## config.mk

```make
export PLATFORM = sky130hd
export DESIGN_NAME = multiplier_flat
export DESIGN_NICKNAME = d
export VERILOG_FILES = /design/src/rtl/multiplier_if.sv /design/src/rtl/multiplier.sv /design/src/flat_wrapper.sv
export SDC_FILE = /design/constraint.sdc
export NUM_CORES = 1
export LEC_CHECK = 0
export CAP_MARGIN = 20
export CORE_ASPECT_RATIO = 1.1
export CORE_MARGIN = 2
export CORE_UTILIZATION = 56
export DETAILED_ROUTE_END_ITERATION = 10
export GPL_ROUTABILITY_DRIVEN = 0
export PLACE_DENSITY_LB_ADDON = 0.05
export SYNTH_ARGS = -nofsm -noshare
export SYNTH_HDL_FRONTEND = slang
export SYNTH_SLANG_ARGS = --single-unit
```

## constraint.sdc

```tcl
create_clock -name clk_in -period 3.4 [get_ports clk_in]
set_input_delay 0.51 -clock clk_in [delete_from_list [all_inputs] [get_ports clk_in]]
set_output_delay 0.51 -clock clk_in [all_outputs]
set_load 0.02 [all_outputs]
```

## src/rtl/multiplier_if.sv

```systemverilog
// multiplier_if - operand/result bundle for the iterative multiplier.
// Build option: none (the saturation option lives in multiplier.sv).
// Ports (signals carried):
//   multiplicand_in  master->slave  WIDTH     signed operand A
//   multiplier_in    master->slave  WIDTH     signed operand B
//   data_valid_in    master->slave  1         start request
//   product_out      slave->master  OUT_SIZE  signed product
//   data_valid_out   slave->master  1         one-cycle result strobe
//   overflow_out     slave->master  1         product did not fit OUT_SIZE
//   busy_out         slave->master  1         operation in flight
interface multiplier_if #(
   parameter int WIDTH    = 32,
   parameter int OUT_SIZE = 8
);
   logic signed [WIDTH-1:0]    multiplicand_in;
   logic signed [WIDTH-1:0]    multiplier_in;
   logic                       data_valid_in;
   logic signed [OUT_SIZE-1:0] product_out;
   logic                       data_valid_out;
   logic                       overflow_out;
   logic                       busy_out;

   modport master (
      output multiplicand_in, multiplier_in, data_valid_in,
      input  product_out, data_valid_out, overflow_out, busy_out
   );

   modport slave (
      input  multiplicand_in, multiplier_in, data_valid_in,
      output product_out, data_valid_out, overflow_out, busy_out
   );
endinterface

```

## src/rtl/multiplier.sv

```systemverilog
// multiplier - iterative signed shift-add multiplier, one multiplier bit per
// clock, fixed latency of WIDTH+2 clocks from accept to data_valid_out.
// Shares the valid/busy handshake of the sequential divider.
// Build option: `define MULTIPLIER_SATURATE_EN to clamp overflowing products
// to the OUT_SIZE signed range; otherwise the product wraps (truncation).
// overflow_out is identical in both builds.
// Ports:
//   clk_in   in  system clock, posedge
//   rst_in   in  synchronous reset, active-high
//   mul_if   slave modport of multiplier_if (operands, start, product,
//            overflow, result strobe, busy)
module multiplier #(
   parameter int WIDTH    = 32,
   parameter int OUT_SIZE = 8
) (
   input  logic          clk_in,
   input  logic          rst_in,
   multiplier_if.slave   mul_if
);
   localparam int AW = 2 * WIDTH;
   localparam int PW = AW + 1;
   localparam int CW = $clog2(WIDTH + 1);

   localparam logic [CW-1:0] LAST_BIT = CW'(WIDTH - 1);
   localparam logic signed [PW-1:0] P_MAX =
      {{(PW - OUT_SIZE + 1){1'b0}}, {(OUT_SIZE - 1){1'b1}}};
   localparam logic signed [PW-1:0] P_MIN = ~P_MAX;
   localparam logic [OUT_SIZE-1:0] SAT_MAX = {1'b0, {(OUT_SIZE - 1){1'b1}}};
   localparam logic [OUT_SIZE-1:0] SAT_MIN = {1'b1, {(OUT_SIZE - 1){1'b0}}};

   typedef enum logic [1:0] {
      RESTING,
      MULTIPLYING,
      SIGN,
      RESULT
   } state_e;

   state_e              state_q, state_d;
   logic [AW-1:0]       mcand_q, mcand_d;
   logic [WIDTH-1:0]    mplier_q, mplier_d;
   logic [AW-1:0]       acc_q, acc_d;
   logic [CW-1:0]       count_q, count_d;
   logic                neg_q, neg_d;
   logic [OUT_SIZE-1:0] res_q, res_d;
   logic                ovf_q, ovf_d;
   logic [OUT_SIZE-1:0] product_q, product_d;
   logic                valid_q, valid_d;
   logic                ovf_out_q, ovf_out_d;
   logic                busy_q, busy_d;

   logic [WIDTH-1:0]    a_raw, b_raw;
   logic [WIDTH-1:0]    abs_a, abs_b;
   logic [PW-1:0]       acc_ext;
   logic signed [PW-1:0] p_c;
   logic                p_ovf;

   // Operand magnitudes; -2^(WIDTH-1) maps to 2^(WIDTH-1), exact unsigned.
   always_comb begin
      a_raw = mul_if.multiplicand_in;
      b_raw = mul_if.multiplier_in;
      abs_a = a_raw[WIDTH-1] ? ('0 - a_raw) : a_raw;
      abs_b = b_raw[WIDTH-1] ? ('0 - b_raw) : b_raw;
   end

   // Signed product and range check, used in the SIGN state.
   always_comb begin
      acc_ext = {1'b0, acc_q};
      p_c     = neg_q ? ('0 - acc_ext) : acc_ext;
      p_ovf   = (p_c > P_MAX) || (p_c < P_MIN);
   end

   always_comb begin
      state_d   = state_q;
      mcand_d   = mcand_q;
      mplier_d  = mplier_q;
      acc_d     = acc_q;
      count_d   = count_q;
      neg_d     = neg_q;
      res_d     = res_q;
      ovf_d     = ovf_q;
      product_d = product_q;
      valid_d   = 1'b0;
      ovf_out_d = ovf_out_q;
      busy_d    = busy_q;

      unique case (state_q)
         RESTING: begin
            if (mul_if.data_valid_in) begin
               mcand_d  = AW'(abs_a);
               mplier_d = abs_b;
               neg_d    = a_raw[WIDTH-1] ^ b_raw[WIDTH-1];
               acc_d    = '0;
               count_d  = '0;
               busy_d   = 1'b1;
               state_d  = MULTIPLYING;
            end
         end
         MULTIPLYING: begin
            // mcand_q is |A| pre-shifted by count_q, avoiding a barrel shifter.
            if (mplier_q[0]) begin
               acc_d = acc_q + mcand_q;
            end
            mcand_d  = mcand_q << 1;
            mplier_d = mplier_q >> 1;
            count_d  = count_q + CW'(1);
            if (count_q == LAST_BIT) begin
               state_d = SIGN;
            end
         end
         SIGN: begin
            ovf_d = p_ovf;
`ifdef MULTIPLIER_SATURATE_EN
            if (p_ovf) begin
               res_d = p_c[PW-1] ? SAT_MIN : SAT_MAX;
            end else begin
               res_d = p_c[OUT_SIZE-1:0];
            end
`else
            res_d = p_c[OUT_SIZE-1:0];
`endif
            busy_d  = 1'b0;
            state_d = RESULT;
         end
         RESULT: begin
            product_d = res_q;
            ovf_out_d = ovf_q;
            valid_d   = 1'b1;
            state_d   = RESTING;
         end
         default: begin
            state_d = RESTING;
         end
      endcase
   end

   always_ff @(posedge clk_in) begin
      if (rst_in) begin
         state_q   <= RESTING;
         mcand_q   <= '0;
         mplier_q  <= '0;
         acc_q     <= '0;
         count_q   <= '0;
         neg_q     <= 1'b0;
         res_q     <= '0;
         ovf_q     <= 1'b0;
         product_q <= '0;
         valid_q   <= 1'b0;
         ovf_out_q <= 1'b0;
         busy_q    <= 1'b0;
      end else begin
         state_q   <= state_d;
         mcand_q   <= mcand_d;
         mplier_q  <= mplier_d;
         acc_q     <= acc_d;
         count_q   <= count_d;
         neg_q     <= neg_d;
         res_q     <= res_d;
         ovf_q     <= ovf_d;
         product_q <= product_d;
         valid_q   <= valid_d;
         ovf_out_q <= ovf_out_d;
         busy_q    <= busy_d;
      end
   end

   assign mul_if.product_out    = product_q;
   assign mul_if.data_valid_out = valid_q;
   assign mul_if.overflow_out   = ovf_out_q;
   assign mul_if.busy_out       = busy_q;
endmodule

```

## src/flat_wrapper.sv

```systemverilog
// flat-port wrapper written by rule: the top's interface ports become plain ports
module multiplier_flat 
#(
   parameter int WIDTH    = 32,
   parameter int OUT_SIZE = 8
)
  (clk_in, rst_in, mul_if_multiplicand_in, mul_if_multiplier_in, mul_if_data_valid_in, mul_if_product_out, mul_if_data_valid_out, mul_if_overflow_out, mul_if_busy_out);
  multiplier_if #(.WIDTH(WIDTH), .OUT_SIZE(OUT_SIZE)) mul_if_i ();
  input  logic clk_in;
  input  logic rst_in;
  input wire logic [$bits(mul_if_i.multiplicand_in)-1:0] mul_if_multiplicand_in;
  input wire logic [$bits(mul_if_i.multiplier_in)-1:0] mul_if_multiplier_in;
  input wire logic [$bits(mul_if_i.data_valid_in)-1:0] mul_if_data_valid_in;
  output wire logic [$bits(mul_if_i.product_out)-1:0] mul_if_product_out;
  output wire logic [$bits(mul_if_i.data_valid_out)-1:0] mul_if_data_valid_out;
  output wire logic [$bits(mul_if_i.overflow_out)-1:0] mul_if_overflow_out;
  output wire logic [$bits(mul_if_i.busy_out)-1:0] mul_if_busy_out;
  assign mul_if_i.multiplicand_in = mul_if_multiplicand_in;
  assign mul_if_i.multiplier_in = mul_if_multiplier_in;
  assign mul_if_i.data_valid_in = mul_if_data_valid_in;
  assign mul_if_product_out = mul_if_i.product_out;
  assign mul_if_data_valid_out = mul_if_i.data_valid_out;
  assign mul_if_overflow_out = mul_if_i.overflow_out;
  assign mul_if_busy_out = mul_if_i.busy_out;
  multiplier #(.WIDTH(WIDTH), .OUT_SIZE(OUT_SIZE)) u_core (.clk_in(clk_in), .rst_in(rst_in), .mul_if(mul_if_i));
endmodule
```

==> results of run 1 <==
[critical path: cells and delay by family (launching register included)]
kind / cells / cell delay (ps)
adders and majority gates: 1 / 130
and+or+nand+nor: 8 / 2570
buffers and inverters: 1 / 60
xor gates and xnor gates: 1 / 90
AOI/OAI and AO/OA: 2 / 160
DFF: 1 / 370
[through the flow]
stage          cell area [sq um]  setup slack, ps
3_3_place_gp               16400             -441
6_report                   17400            -84.6
4_1_cts                    17100            -59.4
3_5_place_dp               16400             -455
5_1_grt                    17400             -233
2_1_floorplan              14200             -111
[power breakdown]
group | leakage [nW] | internal [W] | switching (W)
clock | 0.310 | 0.00104 | 0.00112
combinational | 5.71 | 0.00164 | 0.00272
sequential | 1.53 | 0.00255 | 0.000285
[placed cells by master, fill, tap and decap left out, types with 22 or more instances in the layout]
master           Yosys  routed
o31ai_1             42      33
nand4_1             32      32
inv_1               24      22
xor2_1             101     101
xnor2_1             61      61
a21o_1              50      50
nor3_1              41      38
a22o_1              26      26
dfxtp_1            189     185
ha_1                71      68
clkdlybuf4s50_1      0      68
a21oi_1            156     153
nand3_1             33      33
o21ai_0            131     125
nor2_1             176     172
buf_4                0     222
a22oi_1             64      64
nand2_1            281     281
[cell families after synthesis]
family	after synthesis	synth area share, %
AOI/OAI and AO/OA	601	27.6
buffers and inverters	166	4.67
and+or+nand+nor	699	22.9
xor gates and xnor gates	162	10.1
muxes	22	1.59
DFF	189	26.8
adders and majority gates	72	6.44
[repair_timing]
action                                  in CTS  in global routing
setup buffers                                4                  8
endpoints found under the setup margin       9                 19
pin swaps                                   13                 18
gates resized for setup                     14                 49
endpoints found under the hold margin        0                  0
[registers in the layout (all words and copies together) (netlist names)]
register                      cells
u_core.neg_q                      1
u_core.mul_if.overflow_out        1
u_core.ovf_q                      1
u_core.mcand_q                   64
u_core.mul_if.busy_out            1
u_core.mul_if.data_valid_out      1
u_core.res_q                      8
u_core.mul_if.product_out         8
u_core.acc_q                     64
u_core.state_q                    2
u_core.count_q                    6
u_core.mplier_q                  32
[final timing paths]
kind | depth (start not counted) | endpoint
hold reg to reg | 2 | u_core.mplier_q[14]$_SDFFE_PP0P_
hold / removal | 2 | u_core.mplier_q[14]$_SDFFE_PP0P_
setup / recovery | 13 | u_core.ovf_q$_SDFFE_PP0P_
setup reg to reg | 13 | u_core.ovf_q$_SDFFE_PP0P_
[per-layer routing]
layer  vias to the layer above  global-route usage, %  routed length, microns
li1                       7301                      -                       -
met1                      7033                   38.1                   17800
met2                       479                   57.4                   21500
met3                       113                   3.77                    2130
met4                         0                   12.8                    1710
met5                         -                      0                       0
[cells in the mapped netlist, types with 5 or more instances]
| master | n | share of area, % |
|---|---|---|
| dfxtp_1 | 189 | 27 |
| o41ai_1 | 13 | 0.81 |
| a32oi_1 | 5 | 0.31 |
| o21ai_0 | 131 | 4.6 |
| inv_1 | 24 | 0.64 |
| or3_1 | 25 | 1.1 |
| or2_2 | 6 | 0.27 |
| nand2b_1 | 7 | 0.31 |
| a31oi_1 | 14 | 0.62 |
| nor3b_1 | 6 | 0.32 |
| clkbuf_1 | 123 | 3.3 |
| o22ai_1 | 6 | 0.27 |
| a22o_1 | 26 | 1.6 |
| o211ai_1 | 18 | 0.96 |
| a21o_1 | 50 | 2.7 |
| nor3_1 | 41 | 1.5 |
| o21bai_1 | 9 | 0.48 |
| and3_1 | 9 | 0.40 |
| o21a_1 | 9 | 0.48 |
| o31a_1 | 5 | 0.31 |
| ha_1 | 71 | 6.3 |
| nand2_1 | 281 | 7.5 |
| buf_1 | 10 | 0.27 |
| xnor2_1 | 61 | 3.8 |
| a21oi_1 | 156 | 5.5 |
| mux2i_1 | 19 | 1.3 |
| xor2_1 | 101 | 6.3 |
| nor4_1 | 22 | 0.98 |
| or4_1 | 20 | 1.1 |
| nand4_1 | 32 | 1.4 |
| nor2_1 | 176 | 4.7 |
| a211oi_1 | 17 | 0.90 |
| nor2b_1 | 15 | 0.67 |
| o31ai_1 | 42 | 2.2 |
| nand3_1 | 33 | 1.2 |
| a22oi_1 | 64 | 3.4 |
| a221o_1 | 5 | 0.35 |
[cell type report]
| class | count | area, sq um | share of cell area (%) |
|---|---|---|---|
| Tap cell | 310 | 388 | 2.23 |
| Multi-Input combinational cell | 1556 | 9980 | 57.4 |
| Inverter | 25 | 93.8 | 0.539 |
| Clock buffer | 17 | 425 | 2.45 |
| Sequential cell | 189 | 3790 | 21.8 |
| Timing Repair Buffer | 301 | 2500 | 14.4 |
| Clock inverter | 15 | 213 | 1.22 |
==> impl_results.md, run 1 <==
* Routed vias at 14.9k
* Die width at 155 microns
* Drt pass-1 iters at 8
* IO Count at 78
* FILL cells at 2,085
* Total GRT Usage at 31.7%
* Max-cap violations at 0
* YS warnings at 0
* PwrDens at roughly 540 nW/um^2
* Syn Nets at 2,050
* Max Fclk at approximately 290 MHz
* Effective utilization at floorplan at 57.3%
* Slew Viols, Final at 0
* Cell variety after synth at 73
* Req. time, crit path at 3730 ps
* Final Skew at 23.4 ps
* Port-buffer cells at 77
* Startpoint Class: register
* Main flop type after synthesis: dfxtp_1
* Leak at 7.56 nW
* Seq/Total Area, Yosys at a little over a quarter
* Die Span Y at 170 microns
* R2r setup slk at -80 ps
* Placed Cells at 2,369
* Netlist Area Pre-Place at about 14,000 sq um
* Worst slew margin at 31.4%
* Synth Register Bits at 189
* Clock latency on the worst-skew pair at about 450 ps
* CTS max path bufs at 2
* Die area at 26,500 sq um
* Area delta synth->final at 23.3%
* CP Capture Type: register
* Failing checks: setup timing
* First-pass GRT wire length at 68.5 mm
* Gr ovfl total at 0
* Cells after synthesis at 1,911
* Largest net degree at the start of global routing at approximately 130
* EDFF count, synth at 0
* Worst-path maximum fanout at 7
* Min cycle time layout at 3480 ps
* CTS clock-pin slew for the worst setup and hold paths at 90 ps
* CP max stage delay at 540 ps
* CTS Root Buffer Type: clkbuf_16
* Final period util at 102%
* Crit path cell chain: inv_2, ha_4, or3b_4, or3_4, or4_4, or2_4, o21ai_2, xnor2_1, or4_1, nor4_1, nand4_1, nand2_1, a31oi_1
* NumNets Final at 2,229
* Number of inserted diodes at 0
* Worst hold path class: register to register
* TNS Setup at -303 ps
* Layout cells sized above 1 at 15.9%
* Hold Vio Cnt, Final at 0
* DR WL/cell at 17.9 microns
* Peak VDD IR at 0.000370 V
* CTS Sinks at approximately 190
* CP Launch Point: u_core.acc_q[0]$_SDFFE_PP0P_
* Non-Filler Instances at 2,413
* Initial antenna violation count at 0
* # hold bufs at CTS at 0
* Ys async rst share at 0%
* WHS at 457 ps
* Launch point of the worst hold path: u_core.mplier_q[14]$_SDFFE_PP0P_
* Status: complete, but fails checks
* Number of remaining DRC errors at 0
* H-tree Lvls at 4
* Via density at 6.19
* Reg2reg start: u_core.acc_q[0]$_SDFFE_PP0P_
* Fin util at 70.7%
* RSZ-0062 raised after global routing: yes
* Critical path's slowest cell: or4_4
* HPWL Detailed at 32.1 mm
* Crit path DAT at 3810 ps
* Mean Syn Cell Area at 7.38 sq um
* Final ANT Viol Nets at 0
* TritonCTS clock tree: yes
* Routed wire length at 43.2 mm
* Num CTS Buffers at 17
* Worst-Margin Slew at a little over 1000 ps
* Drt first-iter violations at about 1.2k
* CORE AREA at roughly 25,000 sq um
* Overall power at 0.00936 W
* Number of global-route vias before repair at 13.9k
* Number of setup violations in the final report at 6
* Setup WS post-layout at -84.6 ps
* # rows at 60
* Worst setup path category: register to register
No activity file was read; power rests on OpenSTA's default activity.
==> run 2: changes to the inputs <==
--- a/config.mk
+++ b/config.mk
@@ -12,6 +12,7 @@
 export DETAILED_ROUTE_END_ITERATION = 10
 export GPL_ROUTABILITY_DRIVEN = 0
 export PLACE_DENSITY_LB_ADDON = 0.05
+export SLEW_MARGIN = 25
 export SYNTH_ARGS = -nofsm -noshare
 export SYNTH_HDL_FRONTEND = slang
 export SYNTH_SLANG_ARGS = --single-unit
==> results of run 2 <==
Same layout as run 1: the final DEF is identical, and so are final timing and power.
